**config.mk**
```make
export PLATFORM = sky130hd
export DESIGN_NAME = hier_path_walker_flat
export DESIGN_NICKNAME = d
export VERILOG_FILES = /design/src/rtl/hier_path_walker_if.sv /design/src/rtl/hier_path_walker.sv /design/src/flat_wrapper.sv
export SDC_FILE = /design/constraint.sdc
export NUM_CORES = 1
export LEC_CHECK = 0
export BUFFER_PORTS_ARGS = -buffer_cell sky130_fd_sc_hd__buf_2
export CAP_MARGIN = 20
export CELL_PAD_IN_SITES_DETAIL_PLACEMENT = 0
export CELL_PAD_IN_SITES_GLOBAL_PLACEMENT = 1
export CORE_ASPECT_RATIO = 0.5
export CORE_MARGIN = 8
export CORE_UTILIZATION = 34
export CTS_BUF_LIST = sky130_fd_sc_hd__clkbuf_4 sky130_fd_sc_hd__clkbuf_8 sky130_fd_sc_hd__clkbuf_16
export CTS_CLUSTER_SIZE = 20
export DETAILED_ROUTE_END_ITERATION = 16
export GPL_ROUTABILITY_DRIVEN = 1
export MAX_ROUTING_LAYER = met4
export PLACE_DENSITY_LB_ADDON = 0.1
export SETUP_SLACK_MARGIN = 0.1
export SYNTH_ARGS = -nofsm -noshare
export SYNTH_HDL_FRONTEND = slang
export SYNTH_SLANG_ARGS = --single-unit
```
**constraint.sdc**
```tcl
create_clock -name clk -period 5.7 [get_ports clk]
set_input_delay 1.14 -clock clk [delete_from_list [all_inputs] [get_ports clk]]
set_output_delay 1.14 -clock clk [all_outputs]
set_load 0.1 [all_outputs]
```
**src/rtl/hier_path_walker_if.sv**
```systemverilog
// Leaf-path stream between the walker and its consumer.
interface hier_path_walker_if #(
  parameter int DEPTH   = 10,
  parameter int DIGIT_W = 3
);
  logic                     path_valid;
  logic                     path_ready;
  logic [DEPTH*DIGIT_W-1:0] path;
  logic                     path_last;

  modport master (output path_valid, output path, output path_last, input path_ready);
  modport slave  (input path_valid, input path, input path_last, output path_ready);
endinterface

```
**src/rtl/hier_path_walker.sv**
```systemverilog
// Walks every leaf path of a uniform tree (fixed fanout, programmable depth)
// in lexicographic order and streams one path per valid/ready transfer.

// One digit of the mixed-radix path counter; wraps FANOUT-1 -> 0.
module hier_path_walker_digit #(
  parameter int FANOUT  = 5,
  parameter int DIGIT_W = 3
) (
  input  logic               clk,
  input  logic               rst_n,
  input  logic               clr,
  input  logic               inc,
  output logic [DIGIT_W-1:0] digit,
  output logic               at_max
);
  localparam logic [DIGIT_W-1:0] MAX_D = DIGIT_W'(FANOUT - 1);

  logic [DIGIT_W-1:0] digit_q, digit_d;

  // Next digit: clear wins, otherwise increment with wrap at FANOUT-1.
  always_comb begin
    digit_d = digit_q;
    if (clr)      digit_d = '0;
    else if (inc) digit_d = (digit_q == MAX_D) ? '0 : digit_q + 1'b1;
  end

  // Digit register.
  always_ff @(posedge clk or negedge rst_n) begin
    if (!rst_n) digit_q <= '0;
    else        digit_q <= digit_d;
  end

  assign digit  = digit_q;
  assign at_max = (digit_q == MAX_D);
endmodule

module hier_path_walker #(
  parameter int DEPTH   = 10,
  parameter int FANOUT  = 5,
  parameter int DIGIT_W = 3,
  parameter int CNT_W   = 24
) (
  input  logic                       clk,
  input  logic                       rst_n,
  input  logic                       start,
  input  logic                       abort,
  input  logic [$clog2(DEPTH+1)-1:0] cfg_depth,
  hier_path_walker_if.master         pif,
  output logic                       busy,
  output logic                       done,
  output logic [CNT_W-1:0]           count
);
  localparam int DW = $clog2(DEPTH + 1);

  typedef enum logic {S_IDLE = 1'b0, S_RUN = 1'b1} state_t;

  state_t                         state_q, state_d;
  logic [DW-1:0]                  depth_q, depth_d, depth_clamp;
  logic [CNT_W-1:0]               count_q, count_d;
  logic                           done_q, done_d;
  logic                           running, xfer, last, clr;
  logic [DEPTH-1:0]               active, lsd, at_max, inc;
  logic [DEPTH:0]                 carry;
  logic [DEPTH-1:0][DIGIT_W-1:0]  digits;

  assign running = (state_q == S_RUN);
  assign xfer    = running & pif.path_ready;
  // Digits are zeroed at the start of a walk and when a walk is cut short,
  // so path reads 0 whenever the walker is idle. A completed walk wraps to 0
  // on its own through the carry chain.
  assign clr     = ((state_q == S_IDLE) & start) | (running & abort);

  // Carry chain: the deepest active level is least significant; a carry
  // out of level i+1 increments level i. Inactive levels never move.
  assign carry[DEPTH] = 1'b0;
  for (genvar i = 0; i < DEPTH; i++) begin : g_lvl
    assign active[i] = (DW'(i) < depth_q);
    assign lsd[i]    = (DW'(i + 1) == depth_q);
    assign inc[i]    = xfer & active[i] & (lsd[i] | carry[i+1]);
    assign carry[i]  = inc[i] & at_max[i];

    hier_path_walker_digit #(.FANOUT(FANOUT), .DIGIT_W(DIGIT_W)) u_dig (
      .clk   (clk),
      .rst_n (rst_n),
      .clr   (clr),
      .inc   (inc[i]),
      .digit (digits[i]),
      .at_max(at_max[i])
    );
  end

  assign last = running & (&(at_max | ~active));

  // Clamp requested depth into 1..DEPTH.
  always_comb begin
    depth_clamp = cfg_depth;
    if (cfg_depth == '0)             depth_clamp = DW'(1);
    else if (cfg_depth > DW'(DEPTH)) depth_clamp = DW'(DEPTH);
  end

  // Walk control: start/abort/final-transfer sequencing and transfer count.
  always_comb begin
    state_d = state_q;
    depth_d = depth_q;
    count_d = count_q;
    done_d  = 1'b0;
    case (state_q)
      S_IDLE: begin
        if (start) begin
          state_d = S_RUN;
          depth_d = depth_clamp;
          count_d = '0;
        end
      end
      S_RUN: begin
        if (xfer) count_d = count_q + 1'b1;
        // Abort outranks a coincident final transfer: walk ends, no done.
        if (abort) begin
          state_d = S_IDLE;
        end else if (xfer && last) begin
          state_d = S_IDLE;
          done_d  = 1'b1;
        end
      end
      default: state_d = S_IDLE;
    endcase
  end

  // Control registers.
  always_ff @(posedge clk or negedge rst_n) begin
    if (!rst_n) begin
      state_q <= S_IDLE;
      depth_q <= DW'(1);
      count_q <= '0;
      done_q  <= 1'b0;
    end else begin
      state_q <= state_d;
      depth_q <= depth_d;
      count_q <= count_d;
      done_q  <= done_d;
    end
  end

  assign pif.path_valid = running;
  assign pif.path       = digits;
  assign pif.path_last  = last;
  assign busy           = running;
  assign done           = done_q;
  assign count          = count_q;
endmodule

```
**src/flat_wrapper.sv**
```systemverilog
// flat-port wrapper written by rule: the top's interface ports become plain ports
module hier_path_walker_flat 
#(
  parameter int DEPTH   = 10,
  parameter int FANOUT  = 5,
  parameter int DIGIT_W = 3,
  parameter int CNT_W   = 24
)
  (clk, rst_n, start, abort, cfg_depth, busy, done, count, pif_path_valid, pif_path, pif_path_last, pif_path_ready);
  hier_path_walker_if #(.DEPTH(DEPTH), .DIGIT_W(DIGIT_W)) pif_i ();
  input  logic clk;
  input  logic rst_n;
  input  logic start;
  input  logic abort;
  input  logic [$clog2(DEPTH+1)-1:0] cfg_depth;
  output logic busy;
  output logic done;
  output logic [CNT_W-1:0] count;
  output wire logic [$bits(pif_i.path_valid)-1:0] pif_path_valid;
  output wire logic [$bits(pif_i.path)-1:0] pif_path;
  output wire logic [$bits(pif_i.path_last)-1:0] pif_path_last;
  input wire logic [$bits(pif_i.path_ready)-1:0] pif_path_ready;
  assign pif_path_valid = pif_i.path_valid;
  assign pif_path = pif_i.path;
  assign pif_path_last = pif_i.path_last;
  assign pif_i.path_ready = pif_path_ready;
  hier_path_walker #(.DEPTH(DEPTH), .FANOUT(FANOUT), .DIGIT_W(DIGIT_W), .CNT_W(CNT_W)) u_core (.clk(clk), .rst_n(rst_n), .start(start), .abort(abort), .cfg_depth(cfg_depth), .pif(pif_i), .busy(busy), .done(done), .count(count));
endmodule
```
==> results.json <==
{
  "status": "finished, final reports clean",
  "netlist.area_leader.share": 0.408,
  "yosysMostFrequentCell": "dfrtp_1",
  "start_kind": "flip-flop",
  "finalSetupTns_ps": 0,
  "cts_buffer_depth": 2,
  "grt_pass1_vias": 3104,
  "synth_top_area_cell": "dfrtp_1",
  "peakVddDrop_v": 0.000149,
  "ios": 67,
  "synth_common_cells": "dfrtp_1 (59), nand2_1 (46), a21oi_1 (40), nor2_1 (40), o21ai_0 (38)",
  "drt_wl_total_mm": 9.46,
  "core_mm2": 0.0103,
  "hp-class": "flip-flop to flip-flop",
  "syn_nets": 447,
  "timing.fmax_mhz": 260,
  "avgSynthCellArea_um2": 8.68,
  "synthCells": 417,
  "die_h_um": 88.9,
  "finalNonFillerCells": 625,
  "p_per_area_mw_per_mm2": 282,
  "relSlewSlack": 0.346,
  "async_reset_ff_frac": 1.00,
  "antennaDiodeCount": 0,
  "crit_path_max_fanout": 16,
  "clk_pin_slew_ps": 50,
  "reg2reg_setup_slack_ps": 3020,
  "clock-skew-final_ps": 6.65,
  "required_ps": 4560,
  "cts_sinks": 60,
  "fin_nets": 510,
  "drv_cap": 0,
  "grt_max_degree": 61,
  "rsz0062_at_grt": "no",
  "gp_congestion": 0.763,
  "io_buffer_count": 66,
  "rows": 26,
  "initial_core_util": 0.352,
  "synthesis.area_mm2": 0.00362,
  "cts_tree": "done",
  "min_period_over_period": 0.675,
  "numCtsBuffers": 9,
  "synth_cell_types": 61,
  "grt_antenna_before_repair": 0,
  "ys_seq_area_frac": 0.415,
  "drc": 0,
  "drive_gt1_frac": 0.192,
  "dieArea_mm2": 0.0144,
  "cp-end-kind": "output port",
  "clock_latency_ps": 330,
  "synth_area_leaders": "dfrtp_1 (41%), ha_1 (7.3%), a21oi_1 (5.5%), o21ai_0 (5.3%), nand2_1 (4.8%)",
  "ys_warn_count": 0,
  "tightest_slew_ps": 979,
  "cp.arrival_ps": 2710,
  "p_leak_uw": 0.00198,
  "holdBufCountCts": 0,
  "num_vias": 3181,
  "crit_type": "flip-flop to output port",
  "ctsResizeCount": 0,
  "grt_overflow_total": 0,
  "area_growth_pct": 20.0,
  "final_antenna_net_count": 0,
  "grt_pass1_wl_mm": 15.8,
  "dr.pass1.iters": 4,
  "hpwl_mm": 6.82,
  "finalHoldViolations": 0,
  "htreeDepth": 3,
  "synth-seq-cells": 60,
  "slew_viol_final": 0,
  "wl_per_cell_um": 15.1,
  "die_w_um": 162,
  "via_per_inst": 5.09,
  "synth_edf_count": 0,
  "cts_setup_buffers": 0,
  "cts_root_buffer": "clkbuf_16",
  "dp_cells": 609,
  "setup_viol": 0,
  "drtIter0Drc": 174,
  "synth-main-ff-cell": "dfrtp_1",
  "period_minus_slack_ps": 3850,
  "grt_use_total": 0.142,
  "fillers": 1059
}
[cell families after synthesis]
kind of cell	synth area share
flops	0.415
buf+inv	0.0446
xor+xnor	0.0145
fa+ha+maj	0.0754
compound gates	0.192
mux	0.0332
simple gates	0.225
[layout by cell type (no fill, tap or decap), types with 3 or more instances in the layout]
| cell | instances |
|---|---|
| nand3b_1 | 8 |
| nand3_1 | 20 |
| nand4_1 | 12 |
| ha_1 | 21 |
| nor4_1 | 4 |
| a211o_1 | 3 |
| clkinv_2 | 3 |
| nand2_1 | 46 |
| or3_1 | 5 |
| xor2_1 | 4 |
| a31oi_1 | 4 |
| dfrtp_1 | 59 |
| buf_2 | 66 |
| and2_1 | 4 |
| o22ai_1 | 3 |
| o211ai_1 | 3 |
| a21o_1 | 3 |
| clkbuf_16 | 9 |
| nor2_1 | 40 |
| inv_1 | 23 |
| a21oi_1 | 40 |
| clkbuf_4 | 3 |
| nand2b_1 | 3 |
| nor3_1 | 7 |
| o21ai_0 | 38 |
| mux2i_1 | 12 |
[per-layer routing]
| layer | GRT usage | routed length [µm] |
|---|---|---|
| met2 | 0.213 | 4150 |
| met1 | 0.181 | 4820 |
| met5 | - | 0 |
| met4 | 0.0400 | 43 |
| met3 | 0.0464 | 442 |
[per-stage QoR]
step	power [µW]	hold slack, ps	area, µm²	utilization	setup slack (ps)
after floorplan	673	683	3620	-	1270
after global routing	1290	538	4340	0.422	1530
final	1220	505	4340	0.422	1850
after global placement	728	499	4060	0.395	2250
after CTS	1240	506	4340	0.422	1810
after detailed placement	727	495	4060	0.395	2190
[worst paths after layout]
| check | start | end | cells past startpoint |
|---|---|---|---|
| setup reg to reg | u_core.depth_q[3] | u_core.g_lvl[1].u_dig.digit[2] | 6 |
| max in group asynchronous | rst_n | u_core.g_lvl[4].u_dig.digit[2] | 2 |
| min in group asynchronous | rst_n | u_core.count[8] | 2 |
| hold reg to reg | u_core.count[21] | u_core.count[21] | 1 |
| hold / removal | u_core.count[21] | u_core.count[21] | 1 |
| setup / recovery | u_core.depth_q[1] | pif_path_last | 6 |
[flip-flops by register name, indices dropped and copies added, names as in the netlist]
name,count
u_core.g_lvl.u_dig.digit,30
u_core.count,24
u_core.depth_q,4
u_core.busy,1
u_core.done,1
[critical path: stages (launching register included)]
cell and delay [ps]:
dfrtp_1 560, nor4b_1 530, o2111ai_1 290, a21oi_1 190
o21ai_0 180, nor2_1 180, buf_2 460
[final cells by class]
| cell class | count | area, µm² | area share |
|---|---|---|---|
| Clock buffer | 13 | 262 | 0.0602 |
| Clock inverter | 3 | 15.0 | 0.00346 |
| Multi-Input combinational cell | 318 | 1950 | 0.450 |
| Inverter | 23 | 86.3 | 0.0199 |
| Sequential cell | 60 | 1500 | 0.346 |
| Tap cell | 140 | 175 | 0.0404 |
| Timing Repair Buffer | 68 | 345 | 0.0796 |
[where the power goes]
group | switching, µW | internal (µW)
Sequential | 38.1 | 444
Clock | 186 | 318
Combinational | 182 | 54.4
No activity file was read; power rests on OpenSTA's default activity.
